### src/rtl/life_sequencer_if.sv
// ---------------------------------------------------------------------------
// life_sequencer_if
//
// Start/done handshake between the Life generation sequencer and the grid
// datapath that computes one evolution step.
//
// Signals:
//   dp_grid   grid presented to the datapath for evaluation
//   dp_start  one-cycle pulse: datapath evaluates dp_grid
//   dp_done   one-cycle pulse: dp_next is valid
//   dp_next   evolved grid returned by the datapath
//
// Modports:
//   master  sequencer side (drives dp_grid/dp_start)
//   slave   datapath side (drives dp_done/dp_next)
// ---------------------------------------------------------------------------
interface life_sequencer_if #(
    parameter int WIDTH = 64
);
    logic [WIDTH-1:0] dp_grid;
    logic             dp_start;
    logic             dp_done;
    logic [WIDTH-1:0] dp_next;

    modport master (
        output dp_grid,
        output dp_start,
        input  dp_done,
        input  dp_next
    );

    modport slave (
        input  dp_grid,
        input  dp_start,
        output dp_done,
        output dp_next
    );
endinterface

### src/rtl/life_sequencer.sv
// ---------------------------------------------------------------------------
// life_sequencer
//
// Generation scheduler for the Life grid datapath. Owns the current grid,
// loads it from a seed, paces free-run evolution with a programmable cycle
// divider, runs the datapath through a start/done handshake and counts
// generations. Supports free-run and single-step modes.
//
// Optional feature macro: LIFE_AUTO_HALT_EN
//   defined     : an evolution yielding a still life or an empty grid parks
//                 the sequencer in HALT until the next load.
//   not defined : still/extinct flags are reported but never stop evolution.
//
// Ports:
//   clk        system clock, rising edge
//   reset      asynchronous, active-low reset
//   load       level-sampled; capture seed into grid (ignored while busy)
//   seed       initial grid
//   run        free-run enable (level)
//   step       single-generation request (one-cycle pulse)
//   rate       clk cycles between generations in free-run (0 acts as 1)
//   dp         datapath handshake (master side): dp_grid, dp_start,
//              dp_done, dp_next
//   grid       current generation
//   gen_count  generations since last load (wraps)
//   busy       high while waiting on the datapath
//   still      last evolution returned an identical grid
//   extinct    grid is all zero after an evolution
// ---------------------------------------------------------------------------
module life_sequencer #(
    parameter int WIDTH = 64,
    parameter int DIV_W = 24,
    parameter int GEN_W = 16
) (
    input  logic               clk,
    input  logic               reset,
    input  logic               load,
    input  logic [WIDTH-1:0]   seed,
    input  logic               run,
    input  logic               step,
    input  logic [DIV_W-1:0]   rate,
    life_sequencer_if.master   dp,
    output logic [WIDTH-1:0]   grid,
    output logic [GEN_W-1:0]   gen_count,
    output logic               busy,
    output logic               still,
    output logic               extinct
);

    typedef enum logic [1:0] {
        S_IDLE,
        S_WAIT,
        S_EVOLVE,
        S_HALT
    } state_t;

`ifdef LIFE_AUTO_HALT_EN
    localparam bit AUTO_HALT = 1'b1;
`else
    localparam bit AUTO_HALT = 1'b0;
`endif

    state_t           state;
    logic [DIV_W-1:0] divider;
    logic [DIV_W-1:0] rate_m1;
    logic             dp_start_q;
    logic             next_still;
    logic             next_extinct;
    logic             halt_now;

    // Terminal divider count. rate=0 behaves as rate=1, so the terminal
    // count is clamped at zero instead of underflowing to all ones.
    assign rate_m1 = (rate == '0) ? '0 : rate - DIV_W'(1);

    // Flags describing the generation the datapath is handing back.
    assign next_still   = (dp.dp_next == grid);
    assign next_extinct = (dp.dp_next == '0);
    assign halt_now     = AUTO_HALT && (next_still || next_extinct);

    // The datapath always sees the current generation directly.
    assign dp.dp_grid  = grid;
    assign dp.dp_start = dp_start_q;

    // NOTE: every register here is assigned with <= so all next-state terms
    // read the pre-edge values, regardless of statement order.
    always_ff @(posedge clk or negedge reset) begin
        if (!reset) begin
            state      <= S_IDLE;
            grid       <= '0;
            gen_count  <= '0;
            divider    <= '0;
            dp_start_q <= 1'b0;
            busy       <= 1'b0;
            still      <= 1'b0;
            extinct    <= 1'b0;
        end else begin
            // dp_start is a pulse: only the transition into EVOLVE raises it.
            dp_start_q <= 1'b0;

            // Load has priority over step/run everywhere except EVOLVE,
            // where the in-flight evaluation must be allowed to finish.
            if (load && (state != S_EVOLVE)) begin
                grid      <= seed;
                gen_count <= '0;
                still     <= 1'b0;
                extinct   <= 1'b0;
                divider   <= '0;
                state     <= S_IDLE;
            end else begin
                unique case (state)
                    S_IDLE: begin
                        if (step) begin
                            state      <= S_EVOLVE;
                            dp_start_q <= 1'b1;
                            busy       <= 1'b1;
                        end else if (run) begin
                            state   <= S_WAIT;
                            divider <= '0;
                        end
                    end

                    S_WAIT: begin
                        if (!run) begin
                            state   <= S_IDLE;
                            divider <= '0;
                        end else if (divider == rate_m1) begin
                            state      <= S_EVOLVE;
                            divider    <= '0;
                            dp_start_q <= 1'b1;
                            busy       <= 1'b1;
                        end else begin
                            divider <= divider + DIV_W'(1);
                        end
                    end

                    S_EVOLVE: begin
                        // dp_done may arrive in the same cycle as dp_start
                        // when the datapath is purely combinational.
                        if (dp.dp_done) begin
                            grid      <= dp.dp_next;
                            gen_count <= gen_count + GEN_W'(1);
                            still     <= next_still;
                            extinct   <= next_extinct;
                            busy      <= 1'b0;
                            if (halt_now) begin
                                state <= S_HALT;
                            end else if (run) begin
                                state   <= S_WAIT;
                                divider <= '0;
                            end else begin
                                state <= S_IDLE;
                            end
                        end
                    end

                    S_HALT: begin
                        // Frozen until a load arrives.
                        state <= S_HALT;
                    end

                    default: begin
                        state <= S_IDLE;
                    end
                endcase
            end
        end
    end

endmodule

### src/flat_wrapper.sv
// flat-port wrapper written by rule: the top's interface ports become plain ports
module life_sequencer_flat 
#(
    parameter int WIDTH = 64,
    parameter int DIV_W = 24,
    parameter int GEN_W = 16
)
  (clk, reset, load, seed, run, step, rate, grid, gen_count, busy, still, extinct, dp_dp_grid, dp_dp_start, dp_dp_done, dp_dp_next);
  life_sequencer_if #(.WIDTH(WIDTH)) dp_i ();
  input  logic clk;
  input  logic reset;
  input  logic load;
  input  logic [WIDTH-1:0] seed;
  input  logic run;
  input  logic step;
  input  logic [DIV_W-1:0] rate;
  output logic [WIDTH-1:0] grid;
  output logic [GEN_W-1:0] gen_count;
  output logic busy;
  output logic still;
  output logic extinct;
  output wire logic [$bits(dp_i.dp_grid)-1:0] dp_dp_grid;
  output wire logic [$bits(dp_i.dp_start)-1:0] dp_dp_start;
  input wire logic [$bits(dp_i.dp_done)-1:0] dp_dp_done;
  input wire logic [$bits(dp_i.dp_next)-1:0] dp_dp_next;
  assign dp_dp_grid = dp_i.dp_grid;
  assign dp_dp_start = dp_i.dp_start;
  assign dp_i.dp_done = dp_dp_done;
  assign dp_i.dp_next = dp_dp_next;
  life_sequencer #(.WIDTH(WIDTH), .DIV_W(DIV_W), .GEN_W(GEN_W)) u_core (.clk(clk), .reset(reset), .load(load), .seed(seed), .run(run), .step(step), .rate(rate), .dp(dp_i), .grid(grid), .gen_count(gen_count), .busy(busy), .still(still), .extinct(extinct));
endmodule
### config.mk
export PLATFORM = sky130hd
export DESIGN_NAME = life_sequencer_flat
export DESIGN_NICKNAME = d
export VERILOG_FILES = /design/src/rtl/life_sequencer_if.sv /design/src/rtl/life_sequencer.sv /design/src/flat_wrapper.sv
export SDC_FILE = /design/constraint.sdc
export NUM_CORES = 1
export LEC_CHECK = 0
export BUFFER_PORTS_ARGS = -buffer_cell sky130_fd_sc_hd__clkbuf_2
export CAP_MARGIN = 5
export CORE_MARGIN = 3
export CORE_UTILIZATION = 45
export DETAILED_ROUTE_END_ITERATION = 7
export PLACE_DENSITY = 0.78
export REMOVE_ABC_BUFFERS = 1
export SLEW_MARGIN = 20
export SYNTH_ARGS = -nofsm -noshare
export SYNTH_HDL_FRONTEND = slang
export SYNTH_SLANG_ARGS = --single-unit
### constraint.sdc
create_clock -name clk -period 4.2 [get_ports clk]
set_input_delay 0.84 -clock clk [delete_from_list [all_inputs] [get_ports clk]]
set_output_delay 0.84 -clock clk [all_outputs]
set_load 0.005 [all_outputs]
==> reports/qor.txt, run 1 <==
status: finished clean
leakage power: 4.63 nW
Max Slew Vio Count: 0
Crit Path Class: in -> reg
GR Overflow Total: 0
final setup fails: 0
Clock Sinks: 110
Mapped Cells: 860
post-route setup slack: 0.699 ns
routed wire length: 25,000 um
Setup crit start: rate[0]
Synth Cell Area: 0.00759 mm^2
DR WL/cell: 19.1 um
initial antenna violation count: 0
first-pass GRT wire length: 37,600 um
Final Hold Fails: 0
simple-gate area share of the yosys netlist: 21.0%
Top Ports: 306
RSZ-0062 raised after global routing: false
Yosys Warn Count: 0
CTS max path bufs: 2
post-cts sizing count: 0
Total GRT Usage: 26.3%
CP Max Fanout: 21
antenna-violating nets left: 0
Initial Util: 46.9%
Final Skew: 0.0107 ns
drc violations: 0
Critical Path RT: 4.43 ns
GP Congestion: 0.893
total CTS buffers: 9
die height: 136 um
vias per inst: 5.55
Max H-tree Level: 3
Reg-to-Reg Start: u_core.state[1]$_DFFE_PN0P_
Pre-Repair DR Iteration Count: 5
Core ar.: 0.0162 mm^2
port bufs: 305
proportion of synthesized area in mux cells: 8.72%
pin count of the biggest net entering global routing: 119
CP Capture Type: flip-flop
XOR/XNOR Fraction of Synth Area: 14.0%
min Tclk post-route: 3.50 ns
CTS tree: done
EDFF count, synth: 0
layout cells sized above 1: 31.5%
die footprint: 0.0185 mm^2
number of global-route vias before repair: 7,044
Post-synth top flop: dfrtp_1
Critical Path Start Type: input pin
slew at the pin closest to its max-slew limit: 1.05 ns
Max Fclk: 286 MHz
Layout Area Growth over Synthesis: 20.6%
HPWL Detailed: 19,800 um
Core Rows: 46
DP Worst Slack: 0.399 ns
Seq cells post-synth: 110
Worst-Skew Late Latency: 0.36 ns
max cap viols: 0
ys async rst share: 100%
CTS Hold Buffers Added: 0
Worst EP arrival: 3.74 ns
Distinct cells, synth: 58
sequential share of the synthesized area: 36.3%
ratio of final minimum period to clock period: 83.4%
Post-Synth Adder-Cell Area: 0.494%
final antenna diode count: 0
Vias: 7,275
main combinational cell family by area after synthesis: simple AND/OR/NAND/NOR gates
area fraction in compound gates after synthesis: 10.7%
CTS Root Cell: clkbuf_16
Reg clk slew, reported paths: 0.08 ns
Peak supply drop: 0.307 mV
post-CTS setup buffer count: 0
final net count: 1,250
final hold slack: 0.474 ns
Hold WC Path Type: reg -> reg
syn avg cell area: 8.83 um^2
Slew Limit Headroom: 30.0%
Iter 0 DRT Violations: 413
Min-Delay Startpoint: u_core.extinct$_DFFE_PN0P_
Power Density: 482 mW/mm^2
Die Wd: 136 um
-- layer usage --
| layer | global-route usage [%] | share of wire [%] | vias to the layer above |
|---|---|---|---|
| met5 | 0 | 0 | - |
| met4 | 8.96 | 2.6 | 0 |
| li1 | - | - | 3422 |
| met2 | 45.9 | 51 | 287 |
| met1 | 32.4 | 40 | 3520 |
| met3 | 5.37 | 6.5 | 46 |
-- state kept, by name, indices dropped and copies added (netlist names) --
name and flops:
u_core.busy 1, u_core.divider 24, u_core.dp.dp_grid 64, u_core.dp.dp_start 1, u_core.extinct 1, u_core.gen_count 16
u_core.state 2, u_core.still 1
-- synthesized netlist by cell type (all sizes together), types with 10 or more instances --
cell / count / area (um^2)
xor2: 55 / 482
nor2: 62 / 235
nand4: 25 / 169
mux2i: 65 / 651
and3: 15 / 93.8
nor4: 37 / 244
nand3: 24 / 120
clkbuf: 24 / 90.1
nor3: 18 / 100
dfrtp: 110 / 2750
a21oi: 15 / 75.1
o21ai: 83 / 415
or3: 10 / 62.6
nand2: 97 / 364
buf: 75 / 538
inv: 12 / 45.0
xnor2: 66 / 578
-- path summary, 6_finish.rpt --
kind / end / slack, ns / cells after the start
min in group asynchronous: u_core.dp.dp_grid[30]$_DFFE_PN0P_ / 0.54 / 1
max in group asynchronous: u_core.gen_count[7]$_DFFE_PN0P_ / 2.87 / 2
min: u_core.extinct$_DFFE_PN0P_ / 0.47 / 2
max reg2reg: u_core.divider[23]$_DFFE_PN0P_ / 1.31 / 9
min reg2reg: u_core.extinct$_DFFE_PN0P_ / 0.47 / 2
max: u_core.divider[23]$_DFFE_PN0P_ / 0.70 / 11
-- cell type report --
type,count,area [um^2]
flip-flops and latches,110,2750
fillers,1467,7010
repair buffers,317,1650
well taps,216,270
inverters,12,45.0
clock buffers,11,233
clock inverters,5,42.5
multi-input cells,639,4170
-- power breakdown --
group / internal, mW / switching [mW]
Clock: 0.413 / 0.421
Sequential: 1.34 / 0.435
Combinational: 0.871 / 0.931
-- logic make-up after synthesis --
kind of cell | after synthesis
flip-flops | 110
XOR/XNOR | 121
adder cells (fa/ha/maj) | 3
multiplexers | 66
buffers and inverters | 111
AO/OA/AOI/OAI | 135
AND/OR/NAND/NOR | 314
-- cell usage in the layout, fill, tap and decap left out, types with 10 or more instances in the layout --
cell type  instances
clkbuf_2         304
dfrtp_1          110
nand2_1           97
o21ai_0           83
xnor2_1           66
mux2i_1           65
nor2_1            61
xor2_1            55
nor4_1            35
nand3_1           24
nand4_1           23
nor3_1            16
and3_1            15
a21oi_1           15
inv_1             12
or3_1             10
buf_4             10
-- metrics by stage --
stage	utilization (%)	setup TNS (ns)	area, um^2	total power, mW	instances
global route	56.6	0	9160	4.68	1310
CTS	56.6	0	9160	4.44	1310
finish	56.6	0	9160	4.41	1310
floorplan	-	-1.25	6960	2.59	761
global placement	54.9	0	8880	3.56	1294
detailed placement	54.9	0	8880	3.61	1294
-- worst max-delay path, stage by stage --
cell      delay [ns]
clkbuf_2        0.14
or4_4           0.59
or4_4           0.46
xnor2_1         0.27
o311ai_1        0.15
a22oi_1         0.18
nor4b_1         0.34
nand4_2         0.26
a21boi_2        0.24
buf_12          0.18
nor2_1          0.07
Note: power is estimated with default switching activity, not from simulation.
==> run 2: changes to the inputs <==
==> constraint.sdc (replaced) <==
create_clock -name clk -period 3.4 [get_ports clk]
set_input_delay 0.68 -clock clk [delete_from_list [all_inputs] [get_ports clk]]
set_output_delay 0.68 -clock clk [all_outputs]
set_load 0.005 [all_outputs]
==> reports/qor.txt, run 2 (synthesis gave the netlist of run 1 again) <==
post-route setup slack: 0.213 ns (was 0.699 ns)
Total GRT Usage: 26.6% (was 26.3%)
most frequent cells in the layout: 304 x clkbuf_2, 110 x dfrtp_1, 97 x nand2_1, 83 x o21ai_0, 66 x xnor2_1 (unchanged)
DP Worst Slack: -0.0788 ns (was 0.399 ns)
GP Congestion: 0.931 (was 0.893)
final antenna diode count: 0 (unchanged)
first-pass GRT wire length: 38,000 um (was 37,600 um)
Die Wd: 136 um (unchanged)
Peak supply drop: 0.369 mV (was 0.307 mV)
Core Rows: 46 (unchanged)
max cap viols: 0 (unchanged)
R2R Path End: u_core.divider[12]$_DFFE_PN0P_ (was u_core.divider[23]$_DFFE_PN0P_)
CTS Hold Buffers Added: 0 (unchanged)
leakage power: 4.73 nW (was 4.63 nW)
DR WL/cell: 19.1 um (about the same)
Hold WC Path Type: in -> async (was reg -> reg)
Psw: 2.22 mW (was 1.79 mW)
pin count of the biggest net entering global routing: 84 (was 119)
Pre-Repair DR Iteration Count: 7 (was 5)
Slew Limit Headroom: 51.2% (was 30.0%)
Worst Reg-to-Reg Cells: 9 (unchanged)
Final Cell Area: 0.00932 mm^2 (was 0.00916 mm^2)
final setup fails: 0 (unchanged)
Critical Path RT: 3.63 ns (was 4.43 ns)
Clock Sinks: 110 (unchanged)
Comb power frac: 41.0% (was 40.8%)
final net count: 1,268 (was 1,250)
die footprint: 0.0185 mm^2 (unchanged)
CP Capture Type: flip-flop (unchanged)
FF-to-FF setup slack: 0.91 ns (was 1.31 ns)
layout cells sized above 1: 32.8% (was 31.5%)
Cell Area, Placed: 0.00903 mm^2 (was 0.00888 mm^2)
Crit Path Class: in -> reg (unchanged)
ratio of final minimum period to clock period: 93.7%
CTS Root Cell: clkbuf_16 (unchanged)
Max H-tree Level: 3 (unchanged)
routed wire length: 25,400 um (was 25,000 um)
Critical Path Start Type: input pin (unchanged)
total CTS buffers: 9 (unchanged)
Reg clk slew, reported paths: 0.08 ns (about the same)
port bufs: 305 (unchanged)
post-cts sizing count: 0 (unchanged)
Initial Util: 46.9% (unchanged)
Power Density: 590 mW/mm^2 (was 482 mW/mm^2)
drc violations: 0 (unchanged)
Reg-to-Reg Start: u_core.divider[21]$_DFFE_PN0P_ (was u_core.state[1]$_DFFE_PN0P_)
die height: 136 um (unchanged)
vias per inst: 5.53 (was 5.55)
Max Slew Vio Count: 0 (unchanged)
CP Max Fanout: 21 (unchanged)
Core ar.: 0.0162 mm^2 (unchanged)
Post-Route Utilization: 57.6% (was 56.6%)
Switching Fraction: 40.4% (was 40.5%)
Final Skew: 0.0113 ns (was 0.0107 ns)
Max Fclk: 314 MHz
antenna-violating nets left: 0 (unchanged)
post-CTS setup buffer count: 0 (unchanged)
min Tclk post-route: 3.19 ns
number of global-route vias before repair: 7,003 (was 7,044)
CTS max path bufs: 2 (unchanged)
most common cell after layout, fill and taps aside: clkbuf_2 (unchanged)
Pint: 3.28 mW (was 2.62 mW)
slew at the pin closest to its max-slew limit: 0.725 ns (was 1.05 ns)
initial antenna violation count: 1 (was 0)
Layout Area Growth over Synthesis: 22.8% (was 20.6%)
Worst-Skew Late Latency: 0.36 ns (about the same)
GR Overflow Total: 0 (unchanged)
CTS tree: done (unchanged)
RSZ-0062 raised after global routing: false (unchanged)
Vias: 7,346 (was 7,275)
status: finished clean (unchanged)
Seq pwr share: 39.8% (was 40.3%)
clock share of power: 19.2% (was 18.9%)
Iter 0 DRT Violations: 495 (was 413)
HPWL Detailed: 20,300 um (was 19,800 um)
Top Ports: 306 (unchanged)
Final Hold Fails: 0 (unchanged)
Worst EP arrival: 3.42 ns (was 3.74 ns)
max FFs per register: 64 (unchanged)
fillers: 1,453 (was 1,467)
run 2: power groups by stage:
| stage | Clock (mW) | Sequential (mW) | Combinational, mW |
|---|---|---|---|
| finish | 1.06 | 2.19 | 2.26 |
| global route | 1.12 | 2.24 | 2.48 |
| CTS | 1.08 | 2.18 | 2.28 |
| detailed placement | 0 | 2.21 | 2.27 |
| global placement | 0 | 2.19 | 2.23 |
| floorplan | 0 | 2.15 | 1.05 |
run 2: layout make-up:
cell class / count / area [um^2] / area share, %
clock buffer: 10 / 239 / 2.56
clock inverter: 6 / 55.1 / 0.591
sequential: 110 / 2750 / 29.5
inverter: 12 / 45.0 / 0.483
multi-input combinational: 639 / 4170 / 44.7
timing repair buffer: 335 / 1790 / 19.2
tap: 216 / 270 / 2.90
run 2: routing by layer:
metal | global-route usage, % | wire (um) | vias up
li1 | - | - | 3469
met1 | 33.3 | 10100 | 3543
met4 | 9.13 | 661 | 2
met2 | 46.7 | 13100 | 287
met5 | 0 | 13 | -
met3 | 4.18 | 1520 | 45
run 2: critical path, cell delays in order:
cell and delay (ns):
clkbuf_2 0.12, or4_4 0.56, or4_4 0.46, xnor2_1 0.26, o311ai_1 0.15, a22oi_1 0.19, nor4b_1 0.37, nand4_2 0.18
a21boi_2 0.20, buf_12 0.17, nor2_1 0.06
run 2: worst max path at each step:
| stage | from | end | slack (ns) |
|---|---|---|---|
| 2_1_floorplan | load | u_core.gen_count[13]$_DFFE_PN0P_ | -0.96 |
| 5_1_grt | rate[1] | u_core.divider[13]$_DFFE_PN0P_ | 0.04 |
| 6_report | rate[1] | u_core.divider[12]$_DFFE_PN0P_ | 0.21 |
| 3_3_place_gp | rate[1] | u_core.dp.dp_start$_DFF_PN0_ | 0.002 |
| 4_1_cts | rate[1] | u_core.divider[12]$_DFFE_PN0P_ | 0.27 |
| 3_5_place_dp | rate[1] | u_core.divider[20]$_DFFE_PN0P_ | -0.08 |
run 2: stage by stage:
stage	hold slack [ns]	cells	total power [mW]	TNS (ns)
after floorplan	0.384	761	3.19	-31.33
after global placement	0.451	1312	4.42	0
after detailed placement	0.463	1312	4.47	-1.58
after CTS	0.374	1328	5.54	0
after global routing	0.404	1328	5.85	0
final	0.352	1328	5.50	0
==> run 3: changes to the inputs <==
--- a/config.mk
+++ b/config.mk
@@ -10,7 +10,7 @@
 export CORE_MARGIN = 3
 export CORE_UTILIZATION = 45
 export DETAILED_ROUTE_END_ITERATION = 7
-export PLACE_DENSITY = 0.78
+export PLACE_DENSITY = 0.77
 export REMOVE_ABC_BUFFERS = 1
 export SLEW_MARGIN = 20
 export SYNTH_ARGS = -nofsm -noshare
==> reports/qor.txt, run 3 (synthesis gave the netlist of run 1 again) <==
GR Overflow Total: 0 (unchanged)
min Tclk post-route: 3.09 ns (was 3.19 ns)
post-CTS setup buffer count: 0 (unchanged)
Worst Reg-to-Reg Cells: 9 (unchanged)
most common cell after layout, fill and taps aside: clkbuf_2 (unchanged)
drc violations: 0 (unchanged)
final setup fails: 0 (unchanged)
Slew Limit Headroom: 41.3% (was 51.2%)
antenna-violating nets left: 0 (unchanged)
Final Skew: 0.0102 ns (was 0.0113 ns)
Worst EP arrival: 3.33 ns (was 3.42 ns)
final antenna diode count: 0 (unchanged)
multi-input logic area: 0.00418 mm^2 (was 0.00417 mm^2)
Peak supply drop: 0.376 mV (was 0.369 mV)
Worst-Skew Late Latency: 0.37 ns (was 0.36 ns)
Reg-to-Reg Start: u_core.state[1]$_DFFE_PN0P_ (was u_core.divider[21]$_DFFE_PN0P_)
port bufs: 305 (unchanged)
CTS Hold Buffers Added: 0 (unchanged)
Max Slew Vio Count: 0 (unchanged)
R2R Path End: u_core.divider[20]$_DFFE_PN0P_ (was u_core.divider[12]$_DFFE_PN0P_)
DR WL/cell: 19.2 um (was 19.1 um)
layout cells sized above 1: 32.9% (was 32.8%)
ratio of final minimum period to clock period: 90.9% (was 93.7%)
CTS max path bufs: 2 (unchanged)
Pwr Total: 5.56 mW (was 5.50 mW)
Final Cell Area: 0.00933 mm^2 (was 0.00932 mm^2)
vias per inst: 5.54 (was 5.53)
met1 Use GR: 34.1% (was 33.3%)
status: finished clean (unchanged)
CTS Root Cell: clkbuf_16 (unchanged)
Hold WC Path Type: in -> async (unchanged)
Setup TNS Final: 0 ns (unchanged)
GP Congestion: 0.947 (was 0.931)
M3 GR Usage: 4.81% (was 4.18%)
CP Max Fanout: 21 (unchanged)
HPWL Detailed: 20,300 um (about the same)
DP Worst Slack: -0.0647 ns (was -0.0788 ns)
sequential cell area: 0.00275 mm^2 (unchanged)
routing usage on met2: 46.8% (was 46.7%)
Top Ports: 306 (unchanged)
die footprint: 0.0185 mm^2 (unchanged)
Vias: 7,350 (was 7,346)
Core ar.: 0.0162 mm^2 (unchanged)
CP Capture Type: flip-flop (unchanged)
Reg clk slew, reported paths: 0.08 ns (about the same)
Power Density: 596 mW/mm^2 (was 590 mW/mm^2)
fin cells: 1,327 (was 1,328)
Critical Path Start Type: input pin (unchanged)
most frequent cells in the layout: 304 x clkbuf_2, 110 x dfrtp_1, 97 x nand2_1, 83 x o21ai_0, 66 x xnor2_1 (unchanged)
Max H-tree Level: 3 (unchanged)
Max Fclk: 324 MHz (was 314 MHz)
leakage power: 4.73 nW (about the same)
pin count of the biggest net entering global routing: 91 (was 84)
Clock Sinks: 110 (unchanged)
Cell Area, Placed: 0.00901 mm^2 (was 0.00903 mm^2)
Post-Route Utilization: 57.7% (was 57.6%)
number of global-route vias before repair: 7,040 (was 7,003)
Total GRT Usage: 27.0% (was 26.6%)
placed insts: 1,311 (was 1,312)
Crit Path Class: in -> reg (unchanged)
die height: 136 um (unchanged)
final hold slack: 0.178 ns (was 0.352 ns)
Most Crowded Layer GR: met2 (unchanged)
Iter 0 DRT Violations: 443 (was 495)
initial antenna violation count: 1 (unchanged)
fillers: 1,456 (was 1,453)
total CTS buffers: 9 (unchanged)
Die Wd: 136 um (unchanged)
RSZ-0062 raised after global routing: false (unchanged)
slew at the pin closest to its max-slew limit: 0.881 ns (was 0.725 ns)
routed wire length: 25,500 um (was 25,400 um)
final net count: 1,267 (was 1,268)
FF-to-FF setup slack: 0.66 ns (was 0.91 ns)
Critical Path RT: 3.64 ns (was 3.63 ns)
Initial Util: 46.9% (unchanged)
Core Rows: 46 (unchanged)
Pre-Repair DR Iteration Count: 5 (was 7)
CP Capture Point: u_core.divider[13]$_DFFE_PN0P_ (was u_core.divider[12]$_DFFE_PN0P_)
Layout Area Growth over Synthesis: 22.9% (was 22.8%)
max FFs per register: 64 (unchanged)
max cap viols: 0 (unchanged)
post-route setup slack: 0.310 ns (was 0.213 ns)
CTS tree: done (unchanged)
Setup crit start: rate[0] (was rate[1])
first-pass GRT wire length: 38,500 um (was 38,000 um)
Final Hold Fails: 0 (unchanged)
[run 3: critical path, stage by stage]
cell,delay (ns)
clkbuf_2,0.10
or4_4,0.58
or4_4,0.47
xnor2_1,0.25
o311ai_1,0.16
a22oi_1,0.19
nor4b_2,0.27
nand4_2,0.18
a21boi_2,0.21
buf_12,0.17
nor2_1,0.06
[run 3: final cells by class]
| type | count | area share (%) |
|---|---|---|
| clock inverter | 6 | 0.845 |
| clock buffer | 10 | 2.56 |
| sequential | 110 | 29.5 |
| timing repair buffer | 334 | 19.0 |
| multi-input combinational | 639 | 44.7 |
| inverter | 12 | 0.483 |
| tap | 216 | 2.90 |
[run 3: repair_timing]
action	CTS	global route
endpoints found under the hold margin	0	0
gates resized for setup	0	1
setup endpoints to repair	0	1
[run 3: worst min path at each step]
stage / endpoint / cells after the start / slack [ns]
floorplan: u_core.busy$_DFFE_PN0P_ / 0 / 0.38
CTS: u_core.dp.dp_grid[1]$_DFFE_PN0P_ / 1 / 0.18
detailed placement: u_core.still$_DFFE_PN0P_ / 2 / 0.48
global placement: u_core.extinct$_DFFE_PN0P_ / 2 / 0.47
global route: u_core.dp.dp_grid[1]$_DFFE_PN0P_ / 1 / 0.19
finish: u_core.dp.dp_grid[1]$_DFFE_PN0P_ / 1 / 0.18
[run 3: layer usage]
| layer | vias up | share of wire (%) |
|---|---|---|
| li1 | 3469 | - |
| met1 | 3522 | 40 |
| met2 | 314 | 51 |
| met3 | 43 | 6.8 |
| met4 | 2 | 2.2 |
| met5 | - | 0.031 |
[run 3: report_power, final]
| group | internal, mW | switching, mW |
|---|---|---|
| Combinational | 1.08 | 1.15 |
| Sequential | 1.66 | 0.536 |
| Clock | 0.606 | 0.533 |
| Total | 3.34 | 2.22 |
